**src/rtl/clause_coefficient_bank.sv**
```systemverilog
// Bank of clause coefficient vectors with addressed/streaming load,
// one-cycle random-access read, loaded tracking and a sweep clear.
module clause_coefficient_bank #(
    parameter int MAXIMUM_BIT_WIDTH_OF_INTEGER_COEFFICIENT = 2,
    parameter int NUMBER_OF_INTEGER_VARIABLES              = 2,
    parameter int NUMBER_OF_CLAUSES                        = 4,
    parameter int MAX_BIT_WIDTH_OF_CLAUSES_INDEX           = 2,
    localparam int ENTRY_W = MAXIMUM_BIT_WIDTH_OF_INTEGER_COEFFICIENT
                             * (NUMBER_OF_INTEGER_VARIABLES + 1),
    localparam int IDX_W   = MAX_BIT_WIDTH_OF_CLAUSES_INDEX
) (
    input  logic                         in_clk,
    input  logic                         in_reset,
    input  logic                         in_clear,
    input  logic                         in_load_start,
    input  logic                         in_wr_valid,
    output logic                         out_wr_ready,
    input  logic [IDX_W-1:0]             in_clause_index,
    input  logic [ENTRY_W-1:0]           in_clause_coefficients,
    input  logic                         in_rd_en,
    input  logic [IDX_W-1:0]             in_rd_index,
    output logic                         out_rd_valid,
    output logic [ENTRY_W-1:0]           out_rd_coefficients,
    output logic                         out_rd_loaded,
    output logic [NUMBER_OF_CLAUSES-1:0] out_valid_map,
    output logic [IDX_W:0]               out_clause_count,
    output logic                         out_load_done,
    output logic                         out_index_error,
    output logic                         out_busy
);

    localparam int NC = NUMBER_OF_CLAUSES;
    localparam logic [IDX_W:0]   NC_W = (IDX_W + 1)'(NC);
    localparam logic [IDX_W-1:0] LAST = IDX_W'(NC - 1);

    typedef enum logic [1:0] {
        IDLE,
        STREAM,
        CLEAR
    } state_t;

    state_t             state;
    logic [ENTRY_W-1:0] bank [NC];
    logic [NC-1:0]      valid_map;
    logic [IDX_W-1:0]   ptr;
    logic [IDX_W-1:0]   sweep;
    logic               accept;
    logic               wr_in_range;
    logic               rd_in_range;

    // A start/clear request owns the cycle, so no beat is taken alongside it.
    assign out_wr_ready = (state != CLEAR) && !in_clear && !in_load_start;
    assign accept       = in_wr_valid && out_wr_ready;
    assign wr_in_range  = {1'b0, in_clause_index} < NC_W;
    assign rd_in_range  = {1'b0, in_rd_index} < NC_W;
    assign out_valid_map = valid_map;
    assign out_busy      = state != IDLE;

    always_comb begin
        out_clause_count = '0;
        for (int i = 0; i < NC; i++) begin
            out_clause_count = out_clause_count + (IDX_W + 1)'(valid_map[i]);
        end
    end

    always_ff @(posedge in_clk or posedge in_reset) begin
        if (in_reset) begin
            state               <= IDLE;
            ptr                 <= '0;
            sweep               <= '0;
            valid_map           <= '0;
            out_rd_valid        <= 1'b0;
            out_rd_coefficients <= '0;
            out_rd_loaded       <= 1'b0;
            out_load_done       <= 1'b0;
            out_index_error     <= 1'b0;
            for (int i = 0; i < NC; i++) begin
                bank[i] <= '0;
            end
        end else begin
            out_load_done   <= 1'b0;
            out_rd_valid    <= in_rd_en;
            out_index_error <= (in_rd_en && !rd_in_range)
                             || (accept && state == IDLE && !wr_in_range);
            // Reads see contents from before any write on this edge.
            if (in_rd_en) begin
                out_rd_coefficients <= rd_in_range ? bank[in_rd_index] : '0;
                out_rd_loaded       <= rd_in_range && valid_map[in_rd_index];
            end
            unique case (state)
                IDLE: begin
                    if (in_clear) begin
                        state <= CLEAR;
                        sweep <= '0;
                    end else if (in_load_start) begin
                        state <= STREAM;
                        ptr   <= '0;
                    end else if (accept && wr_in_range) begin
                        bank[in_clause_index]      <= in_clause_coefficients;
                        valid_map[in_clause_index] <= 1'b1;
                    end
                end
                STREAM: begin
                    if (in_clear) begin
                        state <= CLEAR;
                        sweep <= '0;
                    end else if (in_load_start) begin
                        ptr <= '0;
                    end else if (accept) begin
                        bank[ptr]      <= in_clause_coefficients;
                        valid_map[ptr] <= 1'b1;
                        if (ptr == LAST) begin
                            state         <= IDLE;
                            ptr           <= '0;
                            out_load_done <= 1'b1;
                        end else begin
                            ptr <= ptr + 1'b1;
                        end
                    end
                end
                CLEAR: begin
                    bank[sweep]      <= '0;
                    valid_map[sweep] <= 1'b0;
                    if (sweep == LAST) begin
                        state <= IDLE;
                    end else begin
                        sweep <= sweep + 1'b1;
                    end
                end
                default: state <= IDLE;
            endcase
        end
    end

endmodule

```
**config.mk**
```make
export PLATFORM = sky130hd
export DESIGN_NAME = clause_coefficient_bank
export DESIGN_NICKNAME = d
export VERILOG_FILES = /design/src/rtl/clause_coefficient_bank.sv
export SDC_FILE = /design/constraint.sdc
export NUM_CORES = 1
export LEC_CHECK = 0
export CAP_MARGIN = 10
export CORE_MARGIN = 2
export CORE_UTILIZATION = 49
export DETAILED_ROUTE_END_ITERATION = 6
export HOLD_SLACK_MARGIN = 0.12
export PLACE_DENSITY = 0.85
export SLEW_MARGIN = 20
export SYNTH_ARGS = -nofsm -noshare
export SYNTH_HDL_FRONTEND = slang
export SYNTH_SLANG_ARGS = --single-unit
```
**constraint.sdc**
```tcl
create_clock -name in_clk -period 1.6 [get_ports in_clk]
set_input_delay 0.32 -clock in_clk [delete_from_list [all_inputs] [get_ports in_clk]]
set_output_delay 0.32 -clock in_clk [all_outputs]
set_load 0.02 [all_outputs]
```
==> impl_metrics.json <==
{
  "gp_congestion": 0.851,
  "synth-simple-area-share_pct": 10.2,
  "fmax_ghz": 0.470,
  "tritoncts_num_sinks": 43,
  "cp_slowest_cell": "fa_1",
  "clock_path_buffers": 2,
  "yosys.area_share.adder_pct": 8.34,
  "power_mw": 6.40,
  "setup_viol": 31,
  "seq_area_um2": 1080,
  "synth_top_family_by_area": "compound AO/OA/AOI/OAI gates",
  "netlist_area_um2": 2340,
  "clock_skew_ns": 0.00647,
  "critPathLaunchType": "flop",
  "cts_max_level": 2,
  "core_um2": 4660,
  "dp_slack_ns": -0.709,
  "ys_async_sr_fraction_pct": 100,
  "fillers": 292,
  "ant_nets": 0,
  "root_buffer": "clkbuf_8",
  "cp.arrival_ns": 1.81,
  "insertion_delay_ns": 0.30,
  "power_density_nw_per_um2": 1870,
  "row_count": 25,
  "tritoncts": "done",
  "nNetsFinal": 298,
  "min_period_ns": 2.13,
  "grt_overflow": 0,
  "setup_slack_ns": -0.529,
  "ir_worst_vdd_mv": 1.29,
  "grt_pass1_wl_mm": 9.60,
  "ctsHoldBuffers": 0,
  "ys_ff_latch": 43,
  "place_hpwl_mm": 4.11,
  "antenna_found_initial": 0,
  "fp.dieArea_um2": 5340,
  "cts_buffers": 5,
  "antenna_cells": 0,
  "syn_inst": 190,
  "clk_pin_slew_ns": 0.09,
  "ys_warn_count": 0,
  "avgRoutedWirePerCell_um": 18.7,
  "grt_max_degree": 44,
  "ios": 35,
  "ff2ff_path_depth": 9,
  "r2r-start": "state[0]",
  "synth_compound_area_share_pct": 19.6,
  "synth_edf_count": 0,
  "start_util_pct": 50.2,
  "rrSetupSlack_ns": -0.22,
  "min_period_over_period_pct": 133,
  "multiInputGateArea_um2": 1350,
  "muxShareOfSynthArea_pct": 11.4,
  "critical_path.max_stage_delay_ns": 0.55,
  "drtPass1Iterations": 4,
  "violations": "setup timing",
  "cp_data_required_time_ns": 1.28,
  "dpl_cell_area_um2": 3070,
  "portBuffers": 33,
  "crit_type": "flop to output port",
  "p_leak_nw": 1.66,
  "ys_seq_area_share_pct": 46.0,
  "synth_xor_xnor_area_share_pct": 0,
  "grt_pass1_vias": 1910,
  "post-route-drc-count": 0,
  "end_kind": "output port",
  "synth-main-ff-cell": "dfrtp_1",
  "synth_fp_nets": 221,
  "hp-class": "primary input to async pin",
  "die_w_um": 73.1,
  "fin_util_pct": 73.4,
  "outcome": "finished, violations left",
  "path_cells": "inv_2, fa_1, inv_2, ha_4, ha_4, buf_6",
  "maxSlewViolCount": 0,
  "drive_gt1_share_pct": 44.8,
  "num_vias": 1877,
  "hold_violations": 0,
  "drt_iter0_drc": 178,
  "die_y_um": 73.1,
  "drt-vias-per-instance": 5.83,
  "syn_to_final_growth_pct": 46.2,
  "syn_avg_cell_area_um2": 12.3,
  "grt_setup_unrepaired": "true",
  "maxCapViolCount": 0,
  "track_usage_pct": 23.7,
  "cp_max_fo": 2,
  "wl_mm": 6.01,
  "final_cell_area_um2": 3420,
  "yosysUniqueCellTypes": 40
}
worst max-delay path by stage:
stage | from | slack (ns) | cells after the start | to
after floorplan | out_valid_map[0] | -0.21 | 5 | out_clause_count[1]
after global placement | out_valid_map[0] | -0.66 | 6 | out_clause_count[1]
after detailed placement | out_valid_map[0] | -0.71 | 6 | out_clause_count[1]
after CTS | out_valid_map[3] | -0.54 | 6 | out_clause_count[1]
after global routing | out_valid_map[3] | -0.57 | 6 | out_clause_count[1]
final | out_valid_map[3] | -0.53 | 6 | out_clause_count[1]
stage by stage:
step | setup TNS, ns | instances | hold WS [ns]
global placement | -11.30 | 306 | 0.478
CTS | -6.44 | 317 | 0.402
global route | -7.82 | 322 | 0.409
detailed placement | -12.68 | 306 | 0.481
finish | -6.19 | 322 | 0.385
floorplan | -2.64 | 190 | 0.351
cells in the mapped netlist, types with 3 or more instances:
cell type / count / area share, %
o21ai_2: 4 / 1.5
o21ai_0: 4 / 0.86
inv_1: 16 / 2.6
ha_1: 14 / 7.5
a31oi_1: 7 / 1.9
o221a_2: 3 / 1.4
nor3b_1: 4 / 1.3
a21oi_1: 7 / 1.5
mux2_2: 8 / 3.9
nor2_4: 4 / 1.9
dfrtp_1: 43 / 46
nor3_1: 3 / 0.64
a22o_1: 25 / 9.4
mux4_2: 7 / 6.7
nand2b_1: 3 / 0.80
nand2_1: 9 / 1.4
layout make-up:
class                      count  share of cell area [%]
tap                           54                    1.98
clock buffer                   5                    2.01
inverter                      16                    1.76
multi-input combinational    124                    39.4
sequential                    43                    31.6
timing repair buffer          77                    22.5
clock inverter                 3                   0.695
logic make-up (layout without fill, tap and decap cells):
family,Yosys count,after routing
AOI/OAI and AO/OA,57,57
adders and majority gates,15,15
buffers and inverters,23,101
DFF,43,43
muxes,17,17
other,1,1
and+or+nand+nor,34,34
repair_timing:
action                                  in CTS  in global routing
gates resized for setup                     61                 33
pin swaps                                   14                 18
endpoints found under the setup margin      44                 46
cloned                                       0                  0
setup buffers                                4                  6
routing by layer:
layer  wire length [um]  part of all wire [%]  GRT usage, %  up-vias
met5                  0                     0             0        -
met4                 91                   1.5          6.17        0
met3                284                   4.7          4.01        7
met2               3260                    54          44.2       55
met1               2370                    39          27.8      957
li1                   -                     -             -      858
where the power goes:
| part | switching (mW) | internal (mW) | total, mW |
|---|---|---|---|
| Sequential | 0.267 | 1.49 | 1.76 |
| Combinational | 1.87 | 2.07 | 3.93 |
| Clock | 0.396 | 0.312 | 0.708 |
critical path: cells and delay by family, from the launching register on:
family,cells,cell delay (ns)
flops,1,0.37
fa+ha+maj,3,0.95
buf+inv,3,0.19
cells in the final DEF, fill, tap and decap left out, types with 2 or more instances in the layout:
master	Yosys	routed
a22o_1	25	25
a21oi_1	7	7
a31oi_1	7	7
nand2_1	9	4
ha_1	14	9
clkdlybuf4s50_1	0	17
buf_12	0	4
mux2_2	8	7
clkinvlp_4	0	2
buf_4	1	29
nor3b_2	0	2
dlymetal6s2s_1	0	7
ha_4	0	5
mux4_2	7	7
dlygate4sd2_1	0	4
inv_2	0	6
nor3b_1	4	2
nand3_1	2	2
clkbuf_8	0	5
o221a_2	3	3
buf_6	1	16
nand2b_1	3	2
o21ai_2	4	3
mux2i_1	2	2
dfrtp_1	43	39
o21ai_4	0	4
inv_1	16	10
dfrtp_2	0	4
nand2_2	0	4
nor2_4	4	5
(Power assumes the default switching activity.)
